===== src/rtl/pll_reset_sequencer_pkg.sv =====
// pllseq_pkg: state encoding, default timing constants and widths shared by
// pll_reset_sequencer and its testbench.
// Optional retry limit is enabled by defining PLLSEQ_RETRY_LIMIT_EN.
package pllseq_pkg;

   // Sequencer states; the encoding is visible on state_dbg.
   typedef enum logic [1:0] {
      PLL_RST   = 2'd0,
      WAIT_LOCK = 2'd1,
      HOLD      = 2'd2,
      RUN       = 2'd3
   } pllseq_state_e;

   // Default timing, in board-oscillator cycles.
   localparam int unsigned DEF_RST_CYCLES   = 16;
   localparam int unsigned DEF_LOCK_STABLE  = 64;
   localparam int unsigned DEF_LOCK_TIMEOUT = 65536;
   localparam int unsigned DEF_HOLD_CYCLES  = 256;
   localparam int unsigned DEF_CNT_W        = 17;

   // Width of the saturating relock counter.
   localparam int unsigned RELOCK_W = 8;

`ifdef PLLSEQ_RETRY_LIMIT_EN
   localparam int unsigned DEF_MAX_RETRIES = 7;
   localparam int unsigned RETRY_W         = 3;
`endif

   // Increment that sticks at all-ones instead of wrapping.
   function automatic logic [RELOCK_W-1:0] sat_inc(input logic [RELOCK_W-1:0] v);
      return (v == '1) ? v : v + RELOCK_W'(1);
   endfunction

endpackage


===== src/rtl/pll_reset_sequencer_sync2.sv =====
// sync2: two-flop synchronizer for a single asynchronous level, reset to 0.
module sync2 (
   input  logic clock,
   input  logic reset,
   input  logic d,
   output logic q
);

   logic [1:0] ff_d;
   logic [1:0] ff_q;

   // Shift the raw input through two stages.
   always_comb begin
      ff_d = {ff_q[0], d};
   end

   // Synchronizer flops; asynchronous reset clears both stages.
   // NOTE: sequential state uses non-blocking assignment so every flop samples
   // the pre-edge value of its neighbour; blocking here would collapse the chain.
   always_ff @(posedge clock or posedge reset) begin
      if (reset) ff_q <= '0;
      else       ff_q <= ff_d;
   end

   assign q = ff_q[1];

endmodule


===== src/rtl/pll_reset_sequencer.sv =====
// pll_reset_sequencer: drives SB_PLL40 RESETB, supervises LOCK and releases
// sys_reset only after a stable lock plus a hold-off window. Runs on the raw
// oscillator clock. Optional retry limit: define PLLSEQ_RETRY_LIMIT_EN.
module pll_reset_sequencer
   import pllseq_pkg::*;
#(
   parameter int unsigned RST_CYCLES   = DEF_RST_CYCLES,
   parameter int unsigned LOCK_STABLE  = DEF_LOCK_STABLE,
   parameter int unsigned LOCK_TIMEOUT = DEF_LOCK_TIMEOUT,
   parameter int unsigned HOLD_CYCLES  = DEF_HOLD_CYCLES,
   parameter int unsigned CNT_W        = DEF_CNT_W
`ifdef PLLSEQ_RETRY_LIMIT_EN
   ,
   parameter int unsigned MAX_RETRIES  = DEF_MAX_RETRIES
`endif
) (
   input  logic                clock,
   input  logic                reset,
   input  logic                pll_lock,
   input  logic                restart,
   output logic                pll_resetb,
   output logic                sys_reset,
   output logic                ready,
   output logic [RELOCK_W-1:0] relock_count,
   output logic                fail,
   output logic [1:0]          state_dbg
);

   // Terminal counter values for each timed phase.
   localparam logic [CNT_W-1:0] RST_LAST     = CNT_W'(RST_CYCLES - 1);
   localparam logic [CNT_W-1:0] STABLE_LAST  = CNT_W'(LOCK_STABLE - 1);
   localparam logic [CNT_W-1:0] TIMEOUT_LAST = CNT_W'(LOCK_TIMEOUT - 1);
   localparam logic [CNT_W-1:0] HOLD_LAST    = CNT_W'(HOLD_CYCLES - 1);

   pllseq_state_e       state_d, state_q;
   logic [CNT_W-1:0]    cnt_d, cnt_q;        // shared phase counter
   logic [CNT_W-1:0]    stab_d, stab_q;      // consecutive lock-high cycles
   logic [RELOCK_W-1:0] relock_d, relock_q;
   logic                relock_inc;
   logic                pll_resetb_d, pll_resetb_q;
   logic                sys_reset_d, sys_reset_q;
   logic                ready_d, ready_q;
   logic                lock_s;

`ifdef PLLSEQ_RETRY_LIMIT_EN
   localparam logic [RETRY_W-1:0] RETRY_LAST = RETRY_W'(MAX_RETRIES - 1);
   logic [RETRY_W-1:0] retry_d, retry_q;
   logic               fail_d, fail_q;
`endif

   sync2 u_lock_sync (
      .clock (clock),
      .reset (reset),
      .d     (pll_lock),
      .q     (lock_s)
   );

   // State register plus registered outputs.
   always_ff @(posedge clock or posedge reset) begin
      if (reset) begin
         state_q      <= PLL_RST;
         cnt_q        <= '0;
         stab_q       <= '0;
         relock_q     <= '0;
         pll_resetb_q <= 1'b0;
         sys_reset_q  <= 1'b1;
         ready_q      <= 1'b0;
`ifdef PLLSEQ_RETRY_LIMIT_EN
         retry_q      <= '0;
         fail_q       <= 1'b0;
`endif
      end else begin
         state_q      <= state_d;
         cnt_q        <= cnt_d;
         stab_q       <= stab_d;
         relock_q     <= relock_d;
         pll_resetb_q <= pll_resetb_d;
         sys_reset_q  <= sys_reset_d;
         ready_q      <= ready_d;
`ifdef PLLSEQ_RETRY_LIMIT_EN
         retry_q      <= retry_d;
         fail_q       <= fail_d;
`endif
      end
   end

   // Next-state logic: restart first, then the terminal fail hold, then the FSM.
   always_comb begin
      // NOTE: every variable gets a default before the branches so no path
      // leaves one unassigned, which would otherwise infer a latch.
      state_d    = state_q;
      cnt_d      = cnt_q + CNT_W'(1);
      stab_d     = '0;
      relock_inc = 1'b0;
`ifdef PLLSEQ_RETRY_LIMIT_EN
      retry_d    = retry_q;
      fail_d     = fail_q;
`endif
      if (restart) begin
         state_d = PLL_RST;
         cnt_d   = '0;
`ifdef PLLSEQ_RETRY_LIMIT_EN
         retry_d = '0;
         fail_d  = 1'b0;
`endif
      end
`ifdef PLLSEQ_RETRY_LIMIT_EN
      else if (fail_q) begin
         // Parked with the PLL held in reset until restart or reset.
         state_d = PLL_RST;
         cnt_d   = '0;
      end
`endif
      else begin
         case (state_q)
            PLL_RST: begin
               if (cnt_q == RST_LAST) begin
                  state_d = WAIT_LOCK;
                  cnt_d   = '0;
               end
            end
            WAIT_LOCK: begin
               stab_d = lock_s ? stab_q + CNT_W'(1) : '0;
               // A stable lock beats a simultaneous timeout.
               if (lock_s && (stab_q == STABLE_LAST)) begin
                  state_d = HOLD;
                  cnt_d   = '0;
                  stab_d  = '0;
               end else if (cnt_q == TIMEOUT_LAST) begin
                  state_d    = PLL_RST;
                  cnt_d      = '0;
                  relock_inc = 1'b1;
`ifdef PLLSEQ_RETRY_LIMIT_EN
                  retry_d = retry_q + RETRY_W'(1);
                  if (retry_q == RETRY_LAST) fail_d = 1'b1;
`endif
               end
            end
            HOLD: begin
               if (!lock_s) begin
                  state_d    = PLL_RST;
                  cnt_d      = '0;
                  relock_inc = 1'b1;
               end else if (cnt_q == HOLD_LAST) begin
                  state_d = RUN;
                  cnt_d   = '0;
`ifdef PLLSEQ_RETRY_LIMIT_EN
                  retry_d = '0;
`endif
               end
            end
            RUN: begin
               cnt_d = '0;
               if (!lock_s) begin
                  state_d    = PLL_RST;
                  relock_inc = 1'b1;
               end
            end
            default: begin
               state_d = PLL_RST;
               cnt_d   = '0;
            end
         endcase
      end
      relock_d = relock_inc ? sat_inc(relock_q) : relock_q;
   end

   // Output decode from the next state so outputs move on the state edge.
   always_comb begin
      pll_resetb_d = (state_d != PLL_RST);
      sys_reset_d  = (state_d != RUN);
      ready_d      = (state_d == RUN);
   end

   assign pll_resetb   = pll_resetb_q;
   assign sys_reset    = sys_reset_q;
   assign ready        = ready_q;
   assign relock_count = relock_q;
   assign state_dbg    = state_q;
`ifdef PLLSEQ_RETRY_LIMIT_EN
   assign fail         = fail_q;
`else
   assign fail         = 1'b0;
`endif

endmodule


===== config.mk =====
export PLATFORM = sky130hd
export DESIGN_NAME = pll_reset_sequencer
export DESIGN_NICKNAME = d
export VERILOG_FILES = /design/src/rtl/pll_reset_sequencer_pkg.sv /design/src/rtl/pll_reset_sequencer_sync2.sv /design/src/rtl/pll_reset_sequencer.sv
export SDC_FILE = /design/constraint.sdc
export NUM_CORES = 1
export LEC_CHECK = 0
export BUFFER_PORTS_ARGS = -buffer_cell sky130_fd_sc_hd__buf_2
export CAP_MARGIN = 10
export CORE_ASPECT_RATIO = 1.1
export CORE_MARGIN = 3
export CORE_UTILIZATION = 60
export DETAILED_ROUTE_END_ITERATION = 16
export HOLD_SLACK_MARGIN = 0.12
export PLACE_DENSITY = 0.8
export RECOVER_POWER = 50
export SKIP_CTS_REPAIR_TIMING = 1
export SYNTH_ARGS = -nofsm -noshare
export SYNTH_HDL_FRONTEND = slang
export SYNTH_HIERARCHICAL = 1
export SYNTH_SLANG_ARGS = --single-unit

===== constraint.sdc =====
create_clock -name clock -period 3.67 [get_ports clock]
set_clock_uncertainty 0.15 [all_clocks]
set_input_delay 0 -clock clock [delete_from_list [all_inputs] [get_ports clock]]
set_output_delay 0 -clock clock [all_outputs]
set_load 0.01 [all_outputs]

==> results.cfg <==
[status]
status = complete, but fails checks
violations = capacitance limit, slew limit

[clock_network]
htreeDepth = 2
cts_buffer_depth = 2
clk_latency_ns = 0.30
cts_tree = yes
cts_root_buf = clkbuf_8
cts_buffers = 5
clk_pin_slew_worst_paths_ns = 0.09
clock_sinks = 49

[sta]
slew_violations = 48
tightestPinTransition_ns = 1.66
fmax_mhz = 368
setup_ws_ns = 0.954
grt_setup_unrepaired = no
post-route-min-period_ns = 2.72
setup-tns-final_ns = 0
slew_headroom_pct = -10.9
min_period_over_period_pct = 74.0
final-setup-viol-count = 0
final-hold-violation-count = 0

[worst_setup_path]
critPathLaunchType = flip-flop
critPathMaxFanout = 8
cp-end-kind = flip-flop
r2r_cells = 10
cp.required_ns = 3.71
critPathArrivalTime_ns = 2.76
critical_path_class = reg2reg

[finish]
syn_to_final_growth_pct = 8.24
diodes = 0
stdcell_count = 306
nets = 264
drive_above_1_share_pct = 7.03
multi_input_area_mm2 = 0.00108
utilization_pct = 69.4
seq_area_mm2 = 0.00123
n_fill_cell = 283
post-route-cell-area_mm2 = 0.00260

[floorplanning]
die_w_um = 66.3
die_h_um = 72.3
num_rows = 23
dieArea_mm2 = 0.00479
ios = 18
core_mm2 = 0.00374
floorplan.initialDensity_pct = 64.1

[global_route]
grt_max_degree = 48
antenna_found_initial = 0
grt-ovfl-total = 0
gr-usage-all-layers_pct = 19.2
grt_pass1_wl_um = 7110
grt_pass1_vias = 1621

[drt]
vias = 1634
vias_per_cell = 5.34
routedWlPerCell_um = 12.7
initialDrtViolationCount = 88
firstDrtPassIters = 4
drc = 0
routed_wl_um = 3890
drtAntennaViolNets = 0

[hold_path]
hold_path_class = in2reg
hold_depth = 2

[synth]
yosysUniqueCellTypes = 39
syn-mean-instance-area_um2 = 10.3
syn-num-nets = 243
ys_seq_area_share_pct = 51.2
ys_async_sr_fraction_pct = 100
ys_ff_latch = 49
yosys_warnings = 6
synth_edf_count = 0
synth-main-ff-cell = dfrtp_1
syn_area_mm2 = 0.00240
syn_inst = 234

[place]
place.gp.congestion = 0.773
dp_hpwl_um = 2750
post-place-ws_ns = 0.937
post_dp_cell_area_mm2 = 0.00249
placed_cells_incl_taps = 294
portBuffers = 16

[power_and_ir_drop]
ir_worst_vdd_mv = 0.201
p_leak_uw = 0.00112
p_per_area_mw_per_mm2 = 343

[job]
max_cap_violations = 1
## cell usage in the layout, fill, tap and decap left out, types with 2 or more instances in the layout
| cell type | synthesis | final |
|---|---|---|
| xnor2_1 | 15 | 15 |
| nand2_1 | 16 | 16 |
| dfrtp_1 | 48 | 48 |
| nor2_1 | 44 | 44 |
| nand3_1 | 8 | 8 |
| inv_1 | 12 | 12 |
| a21oi_1 | 2 | 2 |
| nand4_1 | 9 | 9 |
| buf_2 | 0 | 2 |
| clkbuf_1 | 1 | 16 |
| and2_1 | 2 | 2 |
| nor3_1 | 5 | 5 |
| mux2_2 | 2 | 2 |
| dlygate4sd3_1 | 0 | 4 |
| o21ai_0 | 4 | 4 |
| and3_1 | 4 | 4 |
| clkbuf_8 | 0 | 5 |
| and4_1 | 6 | 6 |
| ha_1 | 5 | 5 |
| nor4_1 | 6 | 6 |
| xor2_1 | 20 | 20 |
| and3_4 | 2 | 2 |
## cells in the mapped netlist (2+ instances only)
cell,count,share of area (%)
a21oi_1,2,0.42
and2_1,2,0.52
and3_1,4,1.0
and3_4,2,0.94
and4_1,6,2.2
buf_4,3,0.94
buf_6,2,0.94
dfrtp_1,48,50
ha_1,5,2.6
inv_1,12,1.9
mux2_2,2,0.94
nand2_1,16,2.5
nand3_1,8,1.7
nand4_1,9,2.3
nor2_1,44,6.9
nor3_1,5,1.0
nor4_1,6,1.6
o21ai_0,4,0.83
xnor2_1,15,5.5
xor2_1,20,7.3
## where the power goes
group	total, µW	switching [µW]	leakage [µW]	internal, µW
clock network	301	167	0.0000422	134
logic	35.9	23.5	0.000412	12.4
registers	554	6.94	0.000664	547
total	891	198	0.00112	693
## through the flow
stage	total power, µW	hold slack (ns)
after global routing	928	0.193
after global placement	598	-0.283
final	891	0.193
after CTS	900	-0.612
after detailed placement	599	-0.282
after floorplan	589	-0.409
## registers in the layout, summed over array words and instances, names as in the netlist
name / count
cnt_q: 17
stab_q: 17
relock_count: 8
state_dbg: 2
u_lock_sync/ff_q: 2
pll_resetb: 1
ready: 1
sys_reset: 1
## cell type report
type / count / area share, %
sequential: 49 / 47.3
clock inverter: 1 / 0.193
multi-input combinational: 167 / 41.5
inverter: 12 / 1.73
timing repair buffer: 20 / 3.95
tap: 50 / 2.41
clock buffer: 7 / 2.94
## final timing paths
path / endpoint / startpoint / slack (ns)
hold reg to reg: u_lock_sync/ff_q[1] / u_lock_sync/ff_q[0] / 0.22
hold / removal: u_lock_sync/ff_q[0] / pll_lock / 0.19
max in group asynchronous: cnt_q[5] / reset / 1.78
min in group asynchronous: u_lock_sync/ff_q[0] / reset / 0.49
setup reg to reg: relock_count[1] / cnt_q[0] / 0.95
setup / recovery: relock_count[1] / cnt_q[0] / 0.95
## cells by family after synthesis
logic type	count (synthesis)	share of synthesized area, %
compound gates	15	5.37
xor+xnor	35	12.8
fa+ha+maj	5	2.61
buf+inv	18	3.91
flops	49	51.2
mux	2	0.939
other cells	1	0.156
simple gates	109	23.1
## worst max-delay path: stages (launching register included)
cell and delay (ns):
dfrtp_1 0.38, ha_1 0.20, and3_4 0.22, and3_1 0.21
nand4_1 0.13, inv_1 0.08, ha_1 0.20, a22o_1 0.19
o21ai_4 0.09, a211oi_1 0.38, mux2_2 0.38
## routing by layer
metal / global-route usage [%] / wire length [µm]
met2: 31.3 / 1840
met5: 0 / 0
met4: 7.45 / 71
met1: 25.1 / 1830
met3: 4.02 / 145
Power figures use the tool's default switching activity.
